$ cat src/rtl/prog_loader_pkg.sv
// Shared types and constants for the byte-stream program loader.
package prog_loader_pkg;

   localparam int ADDR_W_DEFAULT = 9;
   localparam int DATA_W_DEFAULT = 32;
   localparam int MAX_WORDS      = 2**ADDR_W_DEFAULT;
   localparam int BYTES_PER_WORD = DATA_W_DEFAULT / 8;
   localparam int LEN_W          = 16;

   typedef enum logic [2:0] {
      IDLE,
      LEN_HI,
      LEN_LO,
      PAYLOAD,
      WRITE,
      CSUM,
      RUN,
      ERR
   } loaderState_t;

   // A program must hold at least one word and fit the instruction RAM.
   function automatic logic lenOk(input logic [LEN_W-1:0] len, input int maxWords);
      return (len != '0) && (int'(len) <= maxWords);
   endfunction

endpackage

$ cat src/rtl/prog_loader_byte_packer.sv
// Assembles big-endian stream bytes into instruction words; clear discards a partial word.
module byte_packer
   import prog_loader_pkg::*;
#(
   parameter int DATA_W = DATA_W_DEFAULT
) (
   input  logic              clock,
   input  logic              reset,
   input  logic              clear,
   input  logic              shiftEn,
   input  logic [7:0]        inByte,
   output logic [DATA_W-1:0] wordNext,
   output logic              wordDone
);

   localparam int BPW   = DATA_W / 8;
   localparam int CNT_W = (BPW > 1) ? $clog2(BPW) : 1;

   // Only the low bytes are kept; the oldest byte leaves through wordNext.
   logic [DATA_W-9:0] shiftReg;
   logic [CNT_W-1:0]  byteCnt;

   assign wordNext = {shiftReg, inByte};
   assign wordDone = shiftEn && (byteCnt == CNT_W'(BPW - 1));

   // NOTE: sequential state uses non-blocking assignments so every register samples pre-edge values.
   always_ff @(posedge clock or posedge reset) begin
      if (reset) begin
         shiftReg <= '0;
         byteCnt  <= '0;
      end else if (clear) begin
         shiftReg <= '0;
         byteCnt  <= '0;
      end else if (shiftEn) begin
         shiftReg <= wordNext[DATA_W-9:0];
         byteCnt  <= wordDone ? '0 : byteCnt + CNT_W'(1);
      end
   end

endmodule

$ cat src/rtl/prog_loader.sv
// Loads a length-prefixed big-endian word stream into instruction RAM, then raises working.
// Optional trailing XOR checksum byte is enabled by defining LOADER_CHECKSUM_EN.
module prog_loader
   import prog_loader_pkg::*;
#(
   parameter int ADDR_W = ADDR_W_DEFAULT,
   parameter int DATA_W = DATA_W_DEFAULT
) (
   input  logic              clock,
   input  logic              reset,
   input  logic              start,
   input  logic              in_valid,
   input  logic [7:0]        in_data,
   output logic              in_ready,
   output logic [ADDR_W-1:0] addr,
   output logic              wr,
   output logic [DATA_W-1:0] wdata,
   output logic              working,
   output logic              error,
   output logic [ADDR_W:0]   words_loaded
);

   localparam int MAX_LOAD = 2**ADDR_W;

   loaderState_t     state;
   logic [LEN_W-1:0] lenReg;
   logic [LEN_W-1:0] lenNext;
   logic             accept;
   logic             lastWord;
   logic             wordDone;
   logic [DATA_W-1:0] wordNext;
`ifdef LOADER_CHECKSUM_EN
   logic [7:0]       csum;
`endif

   // NOTE: in_ready is combinational so a start pulse can refuse the byte presented with it.
   assign in_ready = !start && (state == LEN_HI || state == LEN_LO ||
                                state == PAYLOAD || state == CSUM);
   assign accept   = in_valid && in_ready;
   assign lenNext  = {lenReg[LEN_W-1:8], in_data};
   assign lastWord = (LEN_W'(words_loaded) + LEN_W'(1)) == lenReg;

   byte_packer #(.DATA_W(DATA_W)) u_packer (
      .clock    (clock),
      .reset    (reset),
      .clear    (start),
      .shiftEn  (accept && state == PAYLOAD),
      .inByte   (in_data),
      .wordNext (wordNext),
      .wordDone (wordDone)
   );

   always_ff @(posedge clock or posedge reset) begin
      if (reset) begin
         state        <= IDLE;
         lenReg       <= '0;
         addr         <= '0;
         wr           <= 1'b0;
         wdata        <= '0;
         working      <= 1'b0;
         error        <= 1'b0;
         words_loaded <= '0;
`ifdef LOADER_CHECKSUM_EN
         csum         <= '0;
`endif
      end else if (start) begin
         state        <= LEN_HI;
         wr           <= 1'b0;
         working      <= 1'b0;
         error        <= 1'b0;
         words_loaded <= '0;
`ifdef LOADER_CHECKSUM_EN
         csum         <= '0;
`endif
      end else begin
         case (state)
            LEN_HI: begin
               if (accept) begin
                  lenReg[LEN_W-1:8] <= in_data;
                  state             <= LEN_LO;
               end
            end
            LEN_LO: begin
               if (accept) begin
                  lenReg <= lenNext;
                  if (lenOk(lenNext, MAX_LOAD)) begin
                     state <= PAYLOAD;
                  end else begin
                     state <= ERR;
                     error <= 1'b1;
                  end
               end
            end
            PAYLOAD: begin
               if (accept) begin
`ifdef LOADER_CHECKSUM_EN
                  csum <= csum ^ in_data;
`endif
                  if (wordDone) begin
                     state <= WRITE;
                     wr    <= 1'b1;
                     addr  <= words_loaded[ADDR_W-1:0];
                     wdata <= wordNext;
                  end
               end
            end
            WRITE: begin
               wr           <= 1'b0;
               words_loaded <= words_loaded + (ADDR_W+1)'(1);
               if (lastWord) begin
`ifdef LOADER_CHECKSUM_EN
                  state   <= CSUM;
`else
                  state   <= RUN;
                  working <= 1'b1;
`endif
               end else begin
                  state <= PAYLOAD;
               end
            end
`ifdef LOADER_CHECKSUM_EN
            CSUM: begin
               if (accept) begin
                  if (in_data == csum) begin
                     state   <= RUN;
                     working <= 1'b1;
                  end else begin
                     state <= ERR;
                     error <= 1'b1;
                  end
               end
            end
`endif
            IDLE, RUN, ERR: begin
               // Only start or reset leaves these states.
            end
            default: state <= IDLE;
         endcase
      end
   end

endmodule

$ cat config.mk
export PLATFORM = sky130hd
export DESIGN_NAME = prog_loader
export DESIGN_NICKNAME = d
export VERILOG_FILES = /design/src/rtl/prog_loader_pkg.sv /design/src/rtl/prog_loader_byte_packer.sv /design/src/rtl/prog_loader.sv
export SDC_FILE = /design/constraint.sdc
export NUM_CORES = 1
export LEC_CHECK = 0
export ABC_AREA = 1
export CAP_MARGIN = 5
export CORE_MARGIN = 2
export CORE_UTILIZATION = 40
export CTS_BUF_LIST = sky130_fd_sc_hd__clkbuf_4
export DETAILED_ROUTE_END_ITERATION = 10
export GPL_TIMING_DRIVEN = 0
export SYNTH_ARGS = -nofsm -noshare
export SYNTH_HDL_FRONTEND = slang
export SYNTH_SLANG_ARGS = --single-unit
$ cat constraint.sdc
create_clock -name clock -period 4.99 [get_ports clock]
set_input_delay 0.7485 -clock clock [delete_from_list [all_inputs] [get_ports clock]]
set_output_delay 0.7485 -clock clock [all_outputs]
set_load 0.05 [all_outputs]
### Word level (Yosys, flattened, before mapping)

Index checks and enable logic that the tools add are counted.

| word-level totals | value |
|---|---|
| logic and storage cells | 85 |
| output and inout bits | 55 |
| bits of input ports | 12 |
| flip-flop bits (word level) | 99 |

| cells by class | value |
|---|---|
| muxes and demuxes | 28 |
| equal/unequal tests | 15 |
| reduce and logical (&&, ||, !) cells | 25 |
| bitwise logic cells | 2 |
| add/subtract/negate cells | 3 |
| magnitude comparators | 1 |

Operator list:

| operator | count |
|---|---|
| two-way mux 24 bit | 2 |
| two-way mux 3 bit | 7 |
| two-way mux 10 bit | 2 |
| equality test 11 x 16 -> 1 bit | 1 |
| less-or-equal comparator 16 x 10 -> 1 bit, second input constant | 1 |
| one-hot mux 8 bit (2 select lines) | 1 |
| nonzero test 16 bit | 1 |
| one-hot mux 3 bit (5 select lines) | 1 |
| equality test 3 bit, second input constant | 4 |
| adder 10 x 1 -> 11 bit, second input constant | 1 |
| adder 10 x 1 -> 10 bit, second input constant | 1 |
| two-way mux 1 bit | 10 |
| nonzero test 2 bit | 5 |
| != test 3 bit, second input constant | 3 |
| AND reduction 3 bit | 3 |
| two-way mux 8 bit | 1 |
| AND reduction 4 bit | 2 |
| equality test 3 x 2 -> 1 bit, second input constant | 2 |
| two-way mux 2 bit | 3 |
| logical AND 1 bit | 5 |
| AND reduction 5 bit | 1 |
| != test 2 bit, second input constant | 2 |
| equality test 3 x 1 -> 1 bit, second input constant | 1 |
| logical NOT 3 bit | 1 |
| 10 further kinds | 13 |

### Longest topological paths before layout

Gate-level depths: netlist (run 1).

| logic depth | value |
|---|---|
| word-level depth | 12 |
| gate-level depth with buffers | 15 |

### Cells and area by module

Synthesis (run 1) repeated with hierarchy kept, for this count alone.

| unflattened totals | value |
|---|---|
| cells, all modules | 597 |
| area, all modules | 4824.6 um2 |

By module, submodules not included:

| module | cells an instance | area an instance (um2) | times used | seq. area each (um2) |
|---|---|---|---|---|
| prog_loader | 471 | 3555.9 | 1 | 1826.8 |
| byte_packer | 126 | 1268.7 | 1 | 650.6 |

### Worst setup path after synthesis (run 1)

OpenSTA, ideal clock, no wires.

| timing path | value |
|---|---|
| path type | in2out |
| start point | input start |
| end point | output in_ready |
| path slack | 2.839 ns |
| data arrival time | 1.402 ns |
| stages | 1 |
| buffers on the path | 0 |
| cells stage by stage | nor2_1 |

| between the ends | value |
|---|---|
| cells in the longest elaborated chain, start to end | 2 |

Ends and longest elaborated chain:

| element | RTL line | source |
|---|---|---|
| from (decl) | prog_loader.sv:11 | `input logic start,` |
| logical NOT 1 bit | prog_loader.sv:37 | `assign in_ready = !start && (state == LEN_HI \|\| state == LEN_LO \|\|` |
| logical AND 1 bit | prog_loader.sv:37 |  |
| to (decl) | prog_loader.sv:14 | `output logic in_ready,` |

Every way passes these cells.

### Final worst setup path (run 1)

Same ends and word-level chain as after synthesis.

==> results of run 1 <==
==> cells in the mapped netlist, drive strengths merged <==
master    n
nor2     31
o22ai    31
nand4     4
o21ai    66
a21oi     5
inv      75
dfrtp    99
buf      13
nand3    26
nand3b    3
o211ai    1
or2       1
nor3      2
ha        2
nand2   129
clkbuf    2
==> stage by stage <==
step	hold WS (ns)	instances	power, mW	setup slack (ns)
4_1_cts	0.507	713	1.75	2.02
2_1_floorplan	0.453	490	1.20	1.65
3_3_place_gp	0.468	696	1.29	0.159
6_report	0.501	713	1.74	2.01
3_5_place_dp	0.468	697	1.30	2.01
5_1_grt	0.536	713	1.85	1.94
==> cell type report <==
class	count	share of cell area
timing repair buffer	67	0.128
sequential	99	0.461
tap	140	0.0326
inverter	75	0.0529
clock buffer	9	0.0126
clock inverter	7	0.0151
buffer	15	0.0217
multi-input combinational	301	0.276
==> state kept, by name (all words and copies together) (netlist names), 2 cells and up <==
name,count
u_packer.byteCnt,2
u_packer.shiftReg,24
state,3
addr,9
words_loaded,10
wdata,32
lenReg,16
==> cell families (layout without fill, tap and decap cells) <==
family          after synthesis  after routing  share of synthesized area
compound gates              103            103                      0.139
fa+ha+maj                     2              2                    0.00574
flops                        99             99                      0.568
buf+inv                      90            173                     0.0913
simple gates                196            196                      0.196
==> worst min-delay path, stage by stage, from the launching register on <==
cell,delay (ns)
sky130_fd_sc_hd__dfrtp_1,0.38
sky130_fd_sc_hd__nand2_1,0.06
sky130_fd_sc_hd__o21ai_2,0.04
==> path summary, 6_finish.rpt <==
path	endpoint	slack [ns]	from	cells past startpoint
min in group asynchronous	wdata[8]	0.68	reset	2
hold reg to reg	wdata[22]	0.50	wdata[22]	2
max in group asynchronous	working	3.64	reset	3
setup reg to reg	state[2]	3.05	words_loaded[0]	13
setup / recovery	in_ready	2.01	start	3
hold / removal	wdata[22]	0.50	wdata[22]	2
==> routing by layer <==
metal	vias to the layer above	GRT usage	wire length, um
met1	1654	0.271	5110
met4	0	0.0696	141
met2	86	0.297	4790
met5	-	0	0
met3	13	0.0344	399
li1	1747	-	-
==> power groups by stage <==
| stage | sequential [mW] | combinational (mW) | clock (mW) |
|---|---|---|---|
| 6_report | 0.937 | 0.349 | 0.452 |
| 5_1_grt | 0.948 | 0.403 | 0.500 |
| 4_1_cts | 0.935 | 0.350 | 0.468 |
| 3_5_place_dp | 0.951 | 0.348 | 0 |
| 3_3_place_gp | 0.948 | 0.337 | 0 |
| 2_1_floorplan | 0.941 | 0.257 | 0 |
==> results list, run 1 <==
- Cell-internal power: 1.16 mW
- The multi-input combinational cells in the finished layout cover a total of 1480 um^2.
* Fraction of power consumed by combinational cells: 0.201
- For this run, the slowest stage of the critical path takes 0.80 ns.
- The number of pins exceeding their max-slew limit in the final report was 0.
- Remaining routing DRC violations: 0
* Most Frequent Cell on Critical Path: sky130_fd_sc_hd__clkdlybuf4s50_1
* Number of maximum-capacitance constraint violations: 0
- Crit. End Element: primary output
* #FFs+latches synth: 99
* Number of core rows: 38
* Number of antenna-violating nets in the routed design: 0
* Result of the run: completed
- Final weighted congestion in routability-driven placement: 0.837
* Switching share of total power: 0.331
- Based on the critical path, the design can be clocked at up to 336 MHz.
- Input and output buffers added on the ports amount to 66.
- The tree is rooted in a sky130_fd_sc_hd__clkbuf_4.
* Overall die area: 11700 um^2
- Summed over all nets, the switching power comes to 0.575 mW.
- Most frequent cells in the layout: sky130_fd_sc_hd__nand2_1, sky130_fd_sc_hd__dfrtp_1, sky130_fd_sc_hd__inv_1
- Number of filler cells placed in the layout: 1037
* Layout Nets: 582
- For this design the ratio of total power to cell area is 323 nW/um^2.
- Number of buffers inserted by hold repair at cts: 0
* Iter 0 DRT Violations: 210
* Global route total overflow: 0
- Category of the critical setup timing path: input port to primary output
- For this run, the number of Yosys warnings is 0.
* Ant diodes: 0
- In this run the cell area measured after placement is 5220 um^2.
* Data required time of the worst path: 4.24 ns
- Critical path arrival: 2.23 ns
- Relative to the synthesized area, the layout overhead comes to 23.3%.
- Counting along the longest clock path gives a buffer depth of 2.
- Largest net degree at the start of global routing: 58
- Syn avg cell area: 8.89 um^2
* CP top delay family: buffers and inverters
- Walking the worst path, the cells encountered are clkdlybuf4s50_1 > nor2_1 > clkdlybuf4s50_1.
- Clock sink count: 99
- The synthesized design spends more area on one cell type than any other, namely sky130_fd_sc_hd__dfrtp_1.
- After legalization and detailed placement, the total HPWL measured 7420 um.
* Layout cell share with drive strength beyond 1: 0.105
- Y dimension of the die: 108 um
* Class of the most critical hold timing path: flip-flop to flip-flop
- TritonCTS Buffers: 9
* Post-synthesis cell area: 4360 um^2
* Antenna violations before repair: 0
* Clock Pin Slew Worst Setup and Hold Paths: 0.17 ns
* Setup repair after global routing missed its margin: false
* Core Footprint: 10700 um^2
- Sum Neg Setup Slack: 0 ns
* Detail-routed via count per cell: 4.91
- Of the total power, registers draw 0.539.
- The worst pin sits at a relative slew slack of 0.543.
* Tot GR Track Use: 0.192
* Pleak: 2.41 nW
- From left edge to right edge, the die measures 108 um.
- The cell count after synthesis came out at 490.
- Number of H-tree levels: 3
- After detailed routing, the total wire length is 10400 um.
- Synth top area share: 0.568
- TritonCTS built the clock tree.
* Via count of the first global-routing pass: 3381
- For the worst-skew pair, the clock arrives at the later sink with an insertion delay of 0.46 ns.
* Sequential cell area: 2480 um^2
- Syn Nets: 504
- The initial utilization of the core area, before any placement, comes to 0.406.
- In this run the worst path has a maximum fanout of 6.
* IO Count: 67
* Part of the Yosys area used for sequential elements: 0.568
- Hold Vio Cnt, Final: 0
* Share of the cycle needed by the critical path after routing: 0.596
- Critical path buffers and inverters: 2
- Post-layout instance area: 5370 um^2
- Counting distinct cell types in the post-synthesis netlist gives 26.
- Final critical-path required period: 2.98 ns
* Total of cells resized after clock tree synthesis: 0
* Cell with the biggest individual delay on the critical path: sky130_fd_sc_hd__clkdlybuf4s50_1
- Final clock skew: 0.0185 ns
- The first global-routing pass estimated 17300 um of wire.
* Transition at the pin with the smallest max-transition slack: 0.686 ns
- Worst voltage drop across the vdd grid: 0.138 mV
- Top cells by area, synth: sky130_fd_sc_hd__dfrtp_1, sky130_fd_sc_hd__nand2_1, sky130_fd_sc_hd__inv_1, sky130_fd_sc_hd__o22ai_1, sky130_fd_sc_hd__o21ai_1
* Kind of start point of the critical path: input port
- Wirelength per Cell: 14.6 um
- Most common library cell in the layout ignoring fill and taps: sky130_fd_sc_hd__nand2_1
* Final setup violation count: 0
* Via count: 3500
- The share of total power dissipated in the clock network is 0.260.
* Router iterations before antenna repair: 4
- Utilization after layout: 0.500
- Post-CTS setup buffer count: 0
No activity file was read; power rests on OpenSTA's default activity.
==> run 2, diff against run 1 <==
- clock period: 4.99 -> 2.41 ns (I/O delays scaled with it)
==> run 2 against run 1 <==
Net effect: utilization decreased by 0.16 points; die area unchanged; flip-flop and latch count unchanged; total power increased by 99%; clock-buffer cell count unchanged; hold slack got worse by 0.22 ns; non-clock buffer count increased by 1; largest cell class unchanged; largest power group unchanged.
==> results list, run 2 (synthesis gave the netlist of run 1 again) <==
- Worst voltage drop across the vdd grid: 0.325 mV (was 0.138 mV)
- Clock tree from TritonCTS: done (unchanged)
- TritonCTS Buffers: 9 (unchanged)
- Wirelength per Cell: 14.6 um (about the same)
* Core Footprint: 10700 um^2 (unchanged)
* Area of combinational cells with multiple inputs: 1480 um^2 (unchanged)
* Area growth syn-to-layout: 22.9% (was 23.3%)
- Derived from the worst setup path, the maximum achievable clock frequency is 448 MHz.
* Result of the run: completed (unchanged)
- The destination of the worst register-to-register timing path is state[2] (unchanged).
- CTS root buf: sky130_fd_sc_hd__clkbuf_4 (unchanged)
- Placed instance count: 698 (was 697)
* Cell-internal power: 2.29 mW (was 1.16 mW)
* Most frequent cells in the layout: sky130_fd_sc_hd__nand2_1, sky130_fd_sc_hd__dfrtp_1, sky130_fd_sc_hd__inv_1 (unchanged)
- The smallest clock period supported by the final layout is computed as 2.23 ns.
* Final weighted congestion in routability-driven placement: 0.891 (was 0.837)
* Tot GR Track Use: 0.191 (was 0.192)
* Switching share of total power: 0.339 (was 0.331)
* Class of the most critical hold timing path: input port to async pin (was flip-flop to flip-flop)
* Ant diodes: 0 (unchanged)
- The critical path startpoint category was a flip-flop (was input port).
* Largest fanout of any net on the critical path: 7 (was 6)
- Router iterations before antenna repair: 4 (unchanged)
- The number of standard-cell rows in the floorplan is 38 (unchanged).
- Cell with the biggest individual delay on the critical path: sky130_fd_sc_hd__clkdlybuf4s50_1 (unchanged)
- The number of nets in the final layout came to 583 (was 582).
- The clock tree buffer depth was 2 (unchanged).
* Crit. End Element: primary output (unchanged)
- The share of total power in combinational logic was 0.206 (was 0.201).
- Layout cell share with drive strength beyond 1: 0.105 (about the same)
- Largest register FFs: 32 (unchanged)
* Via count of the first global-routing pass: 3375 (was 3381)
* Transition at the pin with the smallest max-transition slack: 0.606 ns (was 0.686 ns)
* Via count: 3476 (was 3500)
* Worst setup path end: words_loaded[3] (was in_ready)
- The wire length of the first global-routing pass is 17100 um (was 17300 um).
- Most common library cell in the layout ignoring fill and taps: sky130_fd_sc_hd__nand2_1 (unchanged)
- Final setup violation count: 0 (unchanged)
- Quantity of I/O buffers inserted on ports: 66 (unchanged)
* Initial Util: 0.406 (unchanged)
- Wirelength, routed: 10400 um (about the same)
- The total leakage power came to 2.40 nW (was 2.41 nW).
- CP top delay family: buffers and inverters (unchanged)
* Clock network latency to the later pin of the worst-skew pair: 0.48 ns (was 0.46 ns)
- Number of H-tree levels: 3 (unchanged)
- Crit-path cells: clkdlybuf4s50_1 (was clkdlybuf4s50_1 > nor2_1 > clkdlybuf4s50_1)
- The cell count of the worst reg-to-reg path was 13 (unchanged).
- HPWL after detailed placement: 7540 um (was 7420 um)
- The iteration-0 DRC count of the detailed router came to 176 (was 210).
- The clock power share is 0.234 (was 0.260).
- Clock Pin Slew Worst Setup and Hold Paths: 0.16 ns (was 0.17 ns)
- The required time of the worst setup path is 2.05 ns (was 4.24 ns).
* Number of filler cells placed in the layout: 1052 (was 1037)
* IO Count: 67 (unchanged)
* Areal power density over the cells: 647 nW/um^2 (was 323 nW/um^2)
- Largest net degree at the start of global routing: 39 (was 58)
* Setup repair after global routing missed its margin: false (unchanged)
- Rel. slew slack: 0.596 (was 0.543)
* Sequential cell area: 2480 um^2 (unchanged)
- Final hold slack: 0.280 ns (was 0.501 ns)
- Largest registers ranked by flip-flop count: wdata: 32 flops, u_packer.shiftReg: 24 flops, lenReg: 16 flops (unchanged)
- The die span in x was 108 um (unchanged).
- The data arrival time at the worst-slack endpoint was 1.87 ns (was 2.23 ns).
* Number of buffers inserted by hold repair at cts: 0 (unchanged)
* Max incr delay on CP: 0.86 ns (was 0.80 ns)
* Non-filler cells in the finished layout: 714 (was 713)
- Cell count along the critical path: 1 (was 3)
- Clock sink count: 99 (unchanged)
- The final number of hold-violating endpoints was 0 (unchanged).
* Remaining routing DRC violations: 0 (unchanged)
* Total net switching power: 1.18 mW (was 0.575 mW)
- Final clock skew: 0.0136 ns (was 0.0185 ns)
- Number of antenna-violating nets in the routed design: 0 (unchanged)
* Critical path buffers and inverters: 1 (was 2)
- Category of the critical setup timing path: flip-flop to primary output (was input port to primary output)
* Detail-routed via count per cell: 4.87 (was 4.91)
- The register with the most flip-flops is wdata (unchanged).
- The initial antenna violation count came to 0 (unchanged).
- Number of maximum-capacitance constraint violations: 0 (unchanged)
* Y dimension of the die: 108 um (unchanged)
- Max-slew violation count: 0 (unchanged)
* Overall die area: 11700 um^2 (unchanged)
- Utilization after layout: 0.498 (was 0.500)
- Source of the worst register-to-register timing path: words_loaded[0] (unchanged)
- The startpoint of the worst setup timing path is words_loaded[3] (was start).
- The share of power burned in registers was 0.560 (was 0.539).
- Of the available clock period, the critical path in the final layout requires 0.927.
- The reg2reg setup slack came to 0.43 ns (was 3.05 ns).
* Global route total overflow: 0 (unchanged)
==> run 2: metrics by stage <==
step | setup TNS (ns) | instance area, um^2 | setup slack [ns] | power (mW)
2_1_floorplan | 0 | 4360 | 0.463 | 2.48
3_3_place_gp | -11.93 | 5200 | -0.126 | 2.66
3_5_place_dp | 0 | 5240 | 0.202 | 2.68
4_1_cts | 0 | 5360 | 0.162 | 3.49
5_1_grt | 0 | 5360 | 0.116 | 3.69
6_report | 0 | 5360 | 0.176 | 3.47
==> run 2: worst min path at each step <==
stage	end	from	slack, ns	cells past startpoint
floorplan	error	start	0.42	1
CTS	addr[5]	reset	0.29	2
detailed placement	wdata[27]	wdata[27]	0.47	2
global route	addr[1]	reset	0.34	2
finish	addr[1]	reset	0.28	2
global placement	lenReg[15]	lenReg[15]	0.47	2
==> run 2: power groups by stage <==
| stage | clock network (mW) | registers (mW) | logic [mW] |
|---|---|---|---|
| 2_1_floorplan | 0 | 1.95 | 0.533 |
| 3_3_place_gp | 0 | 1.96 | 0.697 |
| 3_5_place_dp | 0 | 1.97 | 0.714 |
| 4_1_cts | 0.835 | 1.94 | 0.717 |
| 5_1_grt | 0.905 | 1.96 | 0.821 |
| 6_report | 0.811 | 1.94 | 0.714 |
==> run 2: repair_timing <==
| item | 4_1_cts | 5_1_grt |
|---|---|---|
| endpoints found under the setup margin | 1 | 0 |
| setup buffers | 0 | 0 |
| resized for setup | 1 | 0 |
==> run 2: area by class of cell <==
cell class / count / share of cell area
flip-flops and latches: 99 / 0.463
multi-input cells: 301 / 0.277
repair buffers: 68 / 0.131
inverters: 75 / 0.0533
well taps: 140 / 0.0327
plain buffers: 15 / 0.0217
clock buffers: 9 / 0.0126
clock inverters: 7 / 0.00958
==> run 2: per-layer routing <==
layer  vias to the layer above  global-route usage  wire, um
met1                      1667               0.268      5130
met3                        13              0.0307       337
met2                        57               0.298      4770
met4                         0              0.0705       161
met5                         -                   0         0
li1                       1739                   -         -
